<file path="src/rtl/gcd_unit_param_if.sv">
// Handshake bundle for gcd_unit_param.
// Operand channel: operands_val/operands_rdy with operands_bits_A/B.
// Result channel : result_val/result_rdy with result_bits_data, result_iters, result_err.
// master = producer/consumer side, slave = the GCD unit.
interface gcd_unit_param_if #(
  parameter int unsigned W     = 16,
  parameter int unsigned CNT_W = 8
);
  logic             operands_val;
  logic             operands_rdy;
  logic [W-1:0]     operands_bits_A;
  logic [W-1:0]     operands_bits_B;
  logic             result_val;
  logic             result_rdy;
  logic [W-1:0]     result_bits_data;
  logic [CNT_W-1:0] result_iters;
  logic             result_err;

  modport master (
    output operands_val,
    output operands_bits_A,
    output operands_bits_B,
    output result_rdy,
    input  operands_rdy,
    input  result_val,
    input  result_bits_data,
    input  result_iters,
    input  result_err
  );

  modport slave (
    input  operands_val,
    input  operands_bits_A,
    input  operands_bits_B,
    input  result_rdy,
    output operands_rdy,
    output result_val,
    output result_bits_data,
    output result_iters,
    output result_err
  );
endinterface

</file>
<file path="src/rtl/gcd_unit_param.sv">
// Width-parametrised subtractive GCD unit with val/rdy handshakes.
// Ports:
//   clk   - rising-edge clock
//   reset - synchronous, active-high reset
//   io    - gcd_unit_param_if.slave: operand channel in, result channel out,
//           plus a saturating step count and a both-operands-zero error flag.
// A result can be consumed and new operands captured on the same edge.
module gcd_unit_param #(
  parameter int unsigned W     = 16,
  parameter int unsigned CNT_W = 8
) (
  input  logic            clk,
  input  logic            reset,
  gcd_unit_param_if.slave io
);

  typedef enum logic [1:0] {
    S_IDLE = 2'd0,
    S_CALC = 2'd1,
    S_DONE = 2'd2
  } state_t;

  localparam logic [CNT_W-1:0] ITERS_MAX = '1;

  state_t           state_q, state_d;
  logic [W-1:0]     a_q, a_d;
  logic [W-1:0]     b_q, b_d;
  logic [CNT_W-1:0] iters_q, iters_d;
  logic             err_q, err_d;
  logic [CNT_W-1:0] iters_inc;
  logic             capture;

  // Saturating step counter increment.
  assign iters_inc = (iters_q == ITERS_MAX) ? iters_q : iters_q + CNT_W'(1);

  // State and datapath registers.
  always_ff @(posedge clk) begin
    if (reset) begin
      state_q <= S_IDLE;
      a_q     <= '0;
      b_q     <= '0;
      iters_q <= '0;
      err_q   <= 1'b0;
    end else begin
      state_q <= state_d;
      a_q     <= a_d;
      b_q     <= b_d;
      iters_q <= iters_d;
      err_q   <= err_d;
    end
  end

  // Next-state, datapath step and output decode.
  always_comb begin
    state_d             = state_q;
    a_d                 = a_q;
    b_d                 = b_q;
    iters_d             = iters_q;
    err_d               = err_q;
    capture             = 1'b0;
    io.operands_rdy     = 1'b0;
    io.result_val       = 1'b0;
    io.result_bits_data = '0;
    io.result_iters     = '0;
    io.result_err       = 1'b0;

    case (state_q)
      S_IDLE: begin
        io.operands_rdy = 1'b1;
        capture         = io.operands_val;
      end

      S_CALC: begin
        if (a_q < b_q) begin
          a_d     = b_q;
          b_d     = a_q;
          iters_d = iters_inc;
        end else if (b_q != '0) begin
          // a_q >= b_q here, so the subtraction cannot underflow.
          a_d     = a_q - b_q;
          iters_d = iters_inc;
        end else begin
          state_d = S_DONE;
        end
      end

      S_DONE: begin
        io.result_val       = 1'b1;
        io.result_bits_data = a_q;
        io.result_iters     = iters_q;
        io.result_err       = err_q;
        // Operand acceptance is tied to the result leaving, enabling back-to-back.
        io.operands_rdy     = io.result_rdy;
        if (io.result_rdy) begin
          if (io.operands_val) begin
            capture = 1'b1;
          end else begin
            state_d = S_IDLE;
          end
        end
      end

      default: begin
        state_d = S_IDLE;
      end
    endcase

    // Operand capture is identical from IDLE and from DONE.
    if (capture) begin
      a_d     = io.operands_bits_A;
      b_d     = io.operands_bits_B;
      iters_d = '0;
      err_d   = (io.operands_bits_A == '0) && (io.operands_bits_B == '0);
      state_d = S_CALC;
    end
  end

endmodule

</file>
<file path="src/flat_wrapper.sv">
// flat-port wrapper written by rule: the top's interface ports become plain ports
module gcd_unit_param_flat 
#(
  parameter int unsigned W     = 16,
  parameter int unsigned CNT_W = 8
)
  (clk, reset, io_operands_val, io_operands_bits_A, io_operands_bits_B, io_result_rdy, io_operands_rdy, io_result_val, io_result_bits_data, io_result_iters, io_result_err);
  gcd_unit_param_if #(.W(W), .CNT_W(CNT_W)) io_i ();
  input  logic clk;
  input  logic reset;
  input wire logic [$bits(io_i.operands_val)-1:0] io_operands_val;
  input wire logic [$bits(io_i.operands_bits_A)-1:0] io_operands_bits_A;
  input wire logic [$bits(io_i.operands_bits_B)-1:0] io_operands_bits_B;
  input wire logic [$bits(io_i.result_rdy)-1:0] io_result_rdy;
  output wire logic [$bits(io_i.operands_rdy)-1:0] io_operands_rdy;
  output wire logic [$bits(io_i.result_val)-1:0] io_result_val;
  output wire logic [$bits(io_i.result_bits_data)-1:0] io_result_bits_data;
  output wire logic [$bits(io_i.result_iters)-1:0] io_result_iters;
  output wire logic [$bits(io_i.result_err)-1:0] io_result_err;
  assign io_i.operands_val = io_operands_val;
  assign io_i.operands_bits_A = io_operands_bits_A;
  assign io_i.operands_bits_B = io_operands_bits_B;
  assign io_i.result_rdy = io_result_rdy;
  assign io_operands_rdy = io_i.operands_rdy;
  assign io_result_val = io_i.result_val;
  assign io_result_bits_data = io_i.result_bits_data;
  assign io_result_iters = io_i.result_iters;
  assign io_result_err = io_i.result_err;
  gcd_unit_param #(.W(W), .CNT_W(CNT_W)) u_core (.clk(clk), .reset(reset), .io(io_i));
endmodule
</file>
<file path="config.mk">
export PLATFORM = sky130hd
export DESIGN_NAME = gcd_unit_param_flat
export DESIGN_NICKNAME = d
export VERILOG_FILES = /design/src/rtl/gcd_unit_param_if.sv /design/src/rtl/gcd_unit_param.sv /design/src/flat_wrapper.sv
export SDC_FILE = /design/constraint.sdc
export NUM_CORES = 1
export LEC_CHECK = 0
export ABC_AREA = 1
export BUFFER_PORTS_ARGS = -buffer_cell sky130_fd_sc_hd__buf_4
export CORE_AREA = 2 2 83 85
export CTS_CLUSTER_DIAMETER = 50
export DETAILED_ROUTE_END_ITERATION = 10
export DIE_AREA = 0 0 85 87
export PLACE_DENSITY = 0.76
export SLEW_MARGIN = 25
export SYNTH_ARGS = -nofsm -noshare
export SYNTH_HDL_FRONTEND = slang
export SYNTH_SLANG_ARGS = --single-unit
export TNS_END_PERCENT = 5
</file>
<file path="constraint.sdc">
create_clock -name clk -period 2.9 [get_ports clk]
set_input_delay 0.58 -clock clk [delete_from_list [all_inputs] [get_ports clk]]
set_output_delay 0.58 -clock clk [all_outputs]
set_load 0.02 [all_outputs]
</file>
Word level (Yosys, flattened, before mapping)
Cells that the tools add are included.
{ "word_totals": {"output_inout_bits": 27, "inputBits": 36, "elab_cells": 61, "register_bits": 43} }
{ "op_classes": {"n_eq_ne": 12, "bitwise": 1, "n_addsub": 2, "order_cmp": 1, "reduce_logical": 15, "n_mux": 24} }
{ "ops": {"columns": ["cell", "n"], "rows": [
  ["16-bit 2-to-1 mux", 8],
  ["16-bit zero test", 2],
  ["8-bit 2-to-1 mux", 4],
  ["16-bit less-than comparator", 1],
  ["16-bit nonzero test", 1],
  ["16-bit subtractor", 1],
  ["3-bit by 2-bit inequality test with 1-bit output, second input constant", 4],
  ["5-bit AND reduction", 2],
  ["8-bit by 1-bit adder with 8-bit output, second input constant", 1],
  ["8-bit == test, second input constant", 1],
  ["2-bit 2-to-1 mux", 4],
  ["2-bit inequality test, second input constant", 4],
  ["2-bit case mux with 3 select lines", 1],
  ["2-bit AND reduction", 3],
  ["2-bit nonzero test", 3],
  ["1-bit 2-to-1 mux", 5],
  ["1-bit case mux with 2 select lines", 2],
  ["3-bit nonzero test", 1],
  ["2-bit by 1-bit == test with 1-bit output, second input constant", 1],
  ["2-bit == test, second input constant", 1],
  ["2-bit zero test", 1],
  ["2-bit by 1-bit inequality test with 1-bit output, second input constant", 1],
  ["2-bit OR reduction", 1],
  ["1-bit logical AND", 1],
  ["1-bit inverter", 1]
]} }

Depth between registers and ports, before layout
Gate-level depths: netlist of run 1.
{ "depth": {"ltp_word": 5, "mapped_depth": 18, "depth_no_buf": 16} }

Least setup slack after synthesis of run 1
Ideal clock, no wire load.
{ "synth_path": {"kind": "flip-flop to flip-flop", "from": "register u_core.a_q[0]", "to": "register u_core.a_q[8]", "stages_incl_launch_ff": 18, "synth_period_minus_slack_ps": 2160, "setup_slack_ps": 740, "path_buffers": 2, "setup_time_ps": 113, "required_time_ps": 2787, "t_arrival_ps": 2048, "cell_sequence": "dfxtp_1 inv_1 ha_1 fa_1 inv_1 nand2_1 nand2_1 nand3_1 nand2_2 nand2_4 nand2_4 buf_6 inv_4 buf_6 o21ai_1 nand3_1 nand2_1 nor2_1"} }
{ "synth_between": {"elab_chain_cells": 5, "word_cells_on_any_way": 8, "cone_classes": "add/sub: 1; order compare: 1; mux: 4; reduce/logical: 2"} }
{ "synth_lines": {"columns": ["item", "line_no", "source"], "rows": [
  ["start: declaration", "gcd_unit_param.sv:26", "logic [W-1:0] a_q, a_d;"],
  ["start signal: assignment", "gcd_unit_param.sv:40", "a_q <= '0;"],
  ["start signal: assignment", "gcd_unit_param.sv:46", "a_q <= a_d;"],
  ["16-bit subtractor", "gcd_unit_param.sv:80", "a_d = a_q - b_q;"],
  ["16-bit 2-to-1 mux", "gcd_unit_param.sv:78", "end else if (b_q != '0) begin"],
  ["16-bit 2-to-1 mux", "gcd_unit_param.sv:74", "if (a_q < b_q) begin"],
  ["16-bit 2-to-1 mux", "gcd_unit_param.sv:67", "case (state_q)"],
  ["16-bit 2-to-1 mux", "gcd_unit_param.sv:109", "if (capture) begin"]
]} }
Several ways; a longest one is shown, not always the timed one. The select of a mux whose other input is x is not followed.
A chain may end at the register's enable or synchronous reset.

Worst setup path after layout of run 1
{ "layout_path": {"from": "register u_core.a_q[0]", "to": "register u_core.iters_q[0]"} }
{ "layout_between": {"elab_chain_cells": 3, "word_cells_on_any_way": 4, "cone_classes": "order compare: 1; mux: 1; reduce/logical: 2"} }
{ "layout_lines": {"columns": ["item", "line_no", "source"], "rows": [
  ["16-bit less-than comparator *", "gcd_unit_param.sv:74", null],
  ["2-bit nonzero test (no source line)", null, null],
  ["2-bit AND reduction (no source line)", null, null],
  ["end signal: assignment", "gcd_unit_param.sv:48", "iters_q <= iters_d;"],
  ["end: declaration", "gcd_unit_param.sv:28", "logic [CNT_W-1:0] iters_q, iters_d;"]
]} }
Mark *: on every way between the ends. The rest lies on a longest branch, timed or not.

==> flow_summary_export.csv, run 1 <==
group,metric,value,unit
finish,nets,718,
worst_setup_path,arrival,2.86,ns
worst_setup_path,timing.critical_path.slowest_cell_delay,0.41,ns
hold_path,hp-class,"reg -> reg",
sta,finalSetupTns,0,ns
worst_setup_path,crit_chain,"inv_1 > ha_1 > fa_1 > inv_1 > nand2_1 > nand2_1 > nand3_1 > nand2_2 > nand2_4 > nand3_4 > nand2_2 > nand2_1 > nand2_1 > a21oi_1",
yosys,ys_async_sr_fraction,0,%
sta,setup_viol,0,
place,place_area,4020,um2
power_and_ir_drop,switchingPower,2.60,mW
yosys,syn_area_per_cell,5.83,um2
drt,drt-total-wl,10400,um
yosys,yosys.area.top_type,"dfxtp_1",
clock_tree,clock_latency,0.30,ns
drt,dr_total_vias,3932,
worst_setup_path,critical-path-top-delay-family,"simple AND/OR/NAND/NOR gates",
yosys,synth_edf_count,0,
power_and_ir_drop,p_int,2.09,mW
yosys,ys.flop_type,"dfxtp_1",
clock_tree,cts_max_level,2,
floorplanning,rows,30,
drt,drt_iter0_drc,446,
clock_tree,cts-hold-fix-buffers,0,
clock_tree,ctsResizeCount,0,
yosys,yosys.area.top_type_share,24.2,%
grt,grt.total_usage,28.1,%
floorplanning,fp.dieH,87,um
finish,num_antenna_cells,0,
finish,area_growth,15.8,%
sta,slew_violations,0,
floorplanning,fp.dieW,85,um
clock_tree,cts_setup_buffers,0,
drt,drt-pass1-iter-count,5,
floorplanning,ios,63,
yosys,synthesis.area,3560,um2
place,place.gp.congestion,0.980,
power_and_ir_drop,swShare,55.4,%
clock_tree,clkSinkCount,43,
power_and_ir_drop,p_clk_share,9.9,%
finish,drive_above_1_share,13.6,%
finish,design_area,4120,um2
floorplanning,die_area,7400,um2
floorplanning,core,6570,um2
outcome,status,"complete, no violations",
drt,antenna_left,0,
grt,grt_max_degree,30,
grt,grt_pass1_vias,3535,
yosys,synth_cell_types,34,
drt,drc_errors,0,
yosys,ys_top_cells_by_area,"dfxtp_1, nand2_1, inv_1",
sta,finClkSkew,0.00999,ns
place,detailed_place_hpwl,7940,um
clock_tree,cts_buffer_depth,2,
sta,fmax,381,MHz
worst_setup_path,cp_common_cell,"nand2_1",
yosys,synth_cells,611,
power_and_ir_drop,ir_drop,0.699,mV
power_and_ir_drop,power.share.sequential,19.4,%
yosys,synthMostInstantiatedCell,"nand2_1",
finish,instances_no_fill,744,
power_and_ir_drop,power_density,1140,nW/um2
worst_setup_path,cp_max_fo,22,
grt,grt-ovfl-total,0,
drt,wire_per_inst,13.9,um
sta,slew_headroom,63.2,%
flow_run,max_cap_viol_count,0,
worst_setup_path,critPathCaptureType,"flop",
yosys,netlist_top_cells_count,"nand2_1, inv_1, nor2_1",
worst_setup_path,path_buf_inv,2,
sta,hold_violations,0,
worst_setup_path,worst-endpoint-required,3.13,ns
place,placed_cells,737,
grt,grt_pass1_wl,16800,um
clock_tree,tritoncts,"yes",
sta,timing.final.crit_share,90.6,%
power_and_ir_drop,p_comb_share,70.7,%
yosys,yosys_warnings,0,
power_and_ir_drop,p_leak,2.12,nW
worst_setup_path,slowest_stage,"fa_1",
place,numPortBuffers,62,
yosys,ys_seq_area_share,24.2,%
worst_setup_path,crit_type,"reg -> reg",
worst_setup_path,worst_setup_path_start_kind,"flop",
sta,post-route-min-period,2.63,ns
floorplanning,initial_core_util,54.2,%
drt,viasPerCell,5.28,
sta,worst_pin_slew,0.552,ns
yosys,syn_nets,665,
sta,rsz0062_at_grt,"no",
grt,antenna_found_initial,0,
clock_tree,numCtsBuffers,5,
clock_tree,clk_pin_slew,0.08,ns
clock_tree,cts-root-buf,"clkbuf_8",
yosys,ys_seq_elements,43,
flip-flops by register name, summed over array words and instances, names as in the netlist:
name / flops
u_core.a_q: 16
u_core.b_q: 16
u_core.iters_q: 8
u_core.state_q: 2
u_core.err_q: 1
final timing paths:
check	start	endpoint	slack [ns]	depth (start not counted)
worst max-delay path	u_core.a_q[0]	u_core.iters_q[0]	0.27	14
worst min-delay path	u_core.err_q	u_core.err_q	0.47	2
worst max register to register	u_core.a_q[0]	u_core.iters_q[0]	0.27	14
worst min register to register	u_core.err_q	u_core.err_q	0.47	2
layout make-up:
cell class	count	area (um2)
Timing Repair Buffer	63	473
Clock buffer	6	72.6
Sequential cell	43	861
Multi-Input combinational cell	438	2160
Tap cell	80	100
Fill cell	630	2440
Inverter	113	429
Clock inverter	1	30.0
worst reg2reg max path, delay by kind of cell (launching register included):
family                     cells  cell delay, ns
DFF                            1            0.36
and+or+nand+nor                9            1.27
adders and majority gates      2            0.61
buffers and inverters          2            0.18
AOI/OAI and AO/OA              1            0.14
placed cells by master (no fill, tap or decap), types with 2 or more instances in the layout:
cell      synthesis  routed
o21ai_1           6       6
clkbuf_8          0       5
ha_1             17      17
nand2_4           2       2
nand3b_1          2       2
a21oi_1          22      22
nand2_1         211     211
nand4_1          12      12
o21ai_0           6       6
nor2_1           57      57
nand3_1          51      51
a31oi_1          16      16
buf_4             4      63
dfxtp_1          43      43
xnor2_1           3       3
inv_4             2       2
nor2_2            2       2
nor4_1            8       8
nand2_2           7       7
xor2_1            6       6
inv_2             3       3
inv_1           108     108
power groups by stage:
stage               sequential, mW  clock, mW  combinational [mW]
CTS                          0.906      0.464                3.27
detailed placement           0.919          0                3.25
finish                       0.911      0.465                3.32
global route                 0.929      0.481                3.75
global placement             0.917          0                3.22
floorplan                    0.857          0                2.72
cell families after synthesis:
kind of cell	after synthesis	share of synthesized area [%]
buffers and inverters	130	15.2
xor gates and xnor gates	9	2.21
and+or+nand+nor	360	43.8
adders and majority gates	18	6.53
AOI/OAI and AO/OA	51	8.04
DFF	43	24.2
routing by layer:
layer	routed length, um	GRT usage (%)	vias to the layer above
li1	-	-	2008
met1	4770	39.3	1760
met3	713	4.08	15
met2	4660	44.0	149
met5	0	0	-
met4	225	10.8	0
metrics by stage:
| stage | setup WS, ns | hold WS [ns] | power, mW | utilization, % |
|---|---|---|---|---|
| 6_report | 0.273 | 0.473 | 4.70 | 62.8 |
| 5_1_grt | 0.0778 | 0.498 | 5.16 | 62.8 |
| 4_1_cts | 0.295 | 0.477 | 4.64 | 62.8 |
| 3_5_place_dp | 0.312 | 0.465 | 4.17 | 61.2 |
| 3_3_place_gp | 0.419 | 0.460 | 4.14 | 61.2 |
| 2_1_floorplan | 0.740 | 0.445 | 3.57 | - |
Power figures use the tool's default switching activity.
==> run 2, diff against run 1 <==
--- a/config.mk
+++ b/config.mk
@@ -5,13 +5,13 @@
 export SDC_FILE = /design/constraint.sdc
 export NUM_CORES = 1
 export LEC_CHECK = 0
-export ABC_AREA = 1
 export BUFFER_PORTS_ARGS = -buffer_cell sky130_fd_sc_hd__buf_4
-export CORE_AREA = 2 2 83 85
+export CORE_AREA = 2 2 78 80
 export CTS_CLUSTER_DIAMETER = 50
 export DETAILED_ROUTE_END_ITERATION = 10
-export DIE_AREA = 0 0 85 87
-export PLACE_DENSITY = 0.76
+export DIE_AREA = 0 0 80 82
+export PLACE_DENSITY = 0.77
+export RECOVER_POWER = 100
 export SLEW_MARGIN = 25
 export SYNTH_ARGS = -nofsm -noshare
 export SYNTH_HDL_FRONTEND = slang
==> run 2 against run 1 <==
Net effect:
- count of clock-buffer cells in the layout is 1 lower
- routed wire length is 1.7% lower
- worst hold slack better by 0.0037 ns
- sequential cell count stayed put
- synthesized cell count is 33% lower
- die area is 11% lower
- clock skew is 0.0010 ns lower
- via count is 14% lower
- clock power is 4.9% higher
- critical endpoint is now u_core.a_q[11]
- largest cell class unchanged
==> flow_summary_export.csv, run 2 <==
group,metric,value,unit
grt,grt-ovfl-total,0,
yosys,syn_nets,462,
outcome,status,"complete, no violations",
worst_setup_path,worst_setup_path_start_kind,"flop",
worst_setup_path,worst-endpoint-required,3.08,ns
place,detailed_place_hpwl,7910,um
floorplanning,rows,28,
sta,slew_headroom,48.6,%
sta,finalSetupTns,0,ns
yosys,netlist_top_cells_count,"dfxtp_1, nand2_1, a21oi_1",
drt,drc_errors,0,
drt,antenna_left,0,
sta,hold_violations,0,
sta,worst_pin_slew,0.771,ns
floorplanning,ios,63,
worst_setup_path,critical-path-top-delay-family,"compound AO/OA/AOI/OAI gates",
floorplanning,fp.dieH,82,um
finish,area_growth,22.5,%
clock_tree,tritoncts,"yes",
drt,viasPerCell,6.18,
finish,nFillCells,501,
grt,grt.total_usage,31.7,%
clock_tree,cts_max_level,2,
finish,nets,525,
power_and_ir_drop,ir_drop,0.368,mV
finish,instances_no_fill,547,
yosys,syn_area_per_cell,7.67,um2
yosys,ys_top_cells_by_area,"dfxtp_1, ha_1, a21oi_1",
drt,drt-pass1-iter-count,6,
finish,num_antenna_cells,0,
sta,post-route-min-period,2.78,ns
worst_setup_path,crit_type,"reg -> reg",
finish,multi_input_area,2100,um2
yosys,synth_edf_count,0,
clock_tree,cts-hold-fix-buffers,0,
flow_run,max_cap_viol_count,0,
finish,seqCellArea,861,um2
power_and_ir_drop,p_leak,1.55,nW
sta,timing.final.crit_share,96.0,%
drt,dr_total_vias,3381,
floorplanning,fp.dieW,80,um
clock_tree,numCtsBuffers,5,
sta,setup_viol,0,
finish,largestRegisters,"u_core.a_q x16, u_core.b_q x16, u_core.iters_q x8",
hold_path,hp-start,"u_core.b_q[4]",
sta,rsz0062_at_grt,"yes",
drt,drt-total-wl,10200,um
finish,drive_above_1_share,20.1,%
worst_setup_path,path_buf_inv,2,
yosys,ys_seq_elements,43,
floorplanning,die_area,6560,um2
clock_tree,cts_buffer_depth,2,
yosys,yosys.area.top_type,"dfxtp_1",
grt,grt_pass1_vias,3051,
worst_setup_path,regToRegStartpoint,"u_core.a_q[0]",
drt,drt_iter0_drc,339,
yosys,ys.flop_type,"dfxtp_1",
clock_tree,cts-root-buf,"clkbuf_8",
yosys,yosys_warnings,0,
grt,grt_max_degree,37,
worst_setup_path,crit_chain,"inv_1 > ha_1 > fa_1 > nand2b_2 > a211oi_4 > o21a_1 > o21ai_2 > and2_2 > buf_12 > a222oi_1 > a21oi_1",
clock_tree,clock_latency,0.30,ns
sta,finClkSkew,0.00895,ns
clock_tree,clk_pin_slew,0.09,ns
floorplanning,initial_core_util,54.5,%
worst_setup_path,slowest_stage,"fa_1",
yosys,ys_seq_area_share,27.5,%
place,placed_cells,538,
floorplanning,core,5750,um2
finish,final_common_cell,"buf_4",
sta,slew_violations,0,
worst_setup_path,cp_max_fo,15,
finish,layout_common_cells,"buf_4, dfxtp_1, nand2_1",
worst_setup_path,critPathCaptureType,"flop",
grt,antenna_found_initial,0,
yosys,synthMostInstantiatedCell,"dfxtp_1",
yosys,synth_cells,408,
grt,grt_pass1_wl,15800,um
hold_path,hp-class,"reg -> reg",
yosys,yosys.area.top_type_share,27.5,%
place,numPortBuffers,62,
worst_setup_path,timing.critical_path.slowest_cell_delay,0.41,ns
place,place.gp.congestion,0.922,
yosys,synth_cell_types,56,
power_and_ir_drop,power_density,737,nW/um2
worst_setup_path,arrival,2.96,ns
worst_setup_path,critPathLaunch,"u_core.a_q[0]",
drt,wire_per_inst,18.6,um
yosys,ys_async_sr_fraction,0,%
clock_tree,clkSinkCount,43,
sta,fmax,359,MHz
yosys,synthesis.area,3130,um2
==> run 2: cell types whose count changed after synthesis, moves of 8 or more <==
cell | previous run | this run
nor3_1 | 1 | 12
nand3_1 | 51 | 10
a21oi_1 | 22 | 36
a22oi_1 | 0 | 19
nand2_1 | 211 | 38
inv_1 | 108 | 22
a31oi_1 | 16 | 8
and2_1 | 1 | 28
clkbuf_1 | 5 | 13
nor2_1 | 57 | 31
==> run 2: worst reg2reg max path, delay by kind of cell, from the launching register on <==
family	cells	cell delay, ns
AND/OR/NAND/NOR	2	0.49
adder cells (fa/ha/maj)	2	0.62
AO/OA/AOI/OAI	5	0.94
buffers and inverters	2	0.23
flip-flops	1	0.37
==> run 2: routing by layer <==
layer / wire (um) / global-route usage (%) / vias up
met5: 0 / 0 / -
met4: 127 / 8.14 / 0
met3: 670 / 4.51 / 14
met2: 4970 / 53.6 / 143
met1: 4430 / 42.5 / 1588
li1: - / - / 1636
==> run 2: per-stage QoR <==
| step | area (um2) | util [%] | power, mW | hold slack [ns] | setup WS [ns] |
|---|---|---|---|---|---|
| after floorplan | 3130 | - | 1.88 | 0.441 | 0.352 |
| after global placement | 3710 | 64.5 | 2.27 | 0.455 | 0.177 |
| after detailed placement | 3710 | 64.5 | 2.28 | 0.465 | 0.0508 |
| after CTS | 3820 | 66.5 | 2.77 | 0.478 | 0.0216 |
| after global routing | 3830 | 66.7 | 2.99 | 0.499 | -0.0232 |
| final | 3830 | 66.7 | 2.82 | 0.477 | 0.117 |
==> run 2: power breakdown <==
group / total, mW / leakage, nW / internal (mW) / switching [mW]
logic: 1.58 / 1.14 / 0.633 / 0.945
registers: 0.758 / 0.352 / 0.668 / 0.0909
clock network: 0.488 / 0.0581 / 0.257 / 0.231
total: 2.82 / 1.55 / 1.56 / 1.27
==> run 2: layout make-up <==
cell class,count,area share (%)
clock buffer,5,1.80
clock inverter,3,1.14
inverter,22,2.15
multi-input combinational,323,54.9
sequential,43,22.5
tap,75,2.45
timing repair buffer,76,15.1
==> run 2: final timing paths <==
kind | end | slack (ns) | cells past startpoint
worst max-delay path | u_core.a_q[11] | 0.12 | 11
worst min-delay path | u_core.b_q[4] | 0.48 | 2
worst max register to register | u_core.a_q[11] | 0.12 | 11
worst min register to register | u_core.b_q[4] | 0.48 | 2
==> run 2: logic make-up (layout without fill, tap and decap cells) <==
logic type,after synthesis,count (layout),share of synthesized area [%]
and+or+nand+nor,164,164,27.2
AOI/OAI and AO/OA,129,129,28.8
DFF,43,43,27.5
buffers and inverters,42,106,5.60
adders and majority gates,18,18,7.44
xor gates and xnor gates,11,11,3.08
muxes,1,1,0.320
==> run 2: what timing repair did <==
item,in CTS,in global routing
endpoints found under the setup margin,0,19
gates resized for setup,0,3
setup buffers,0,1
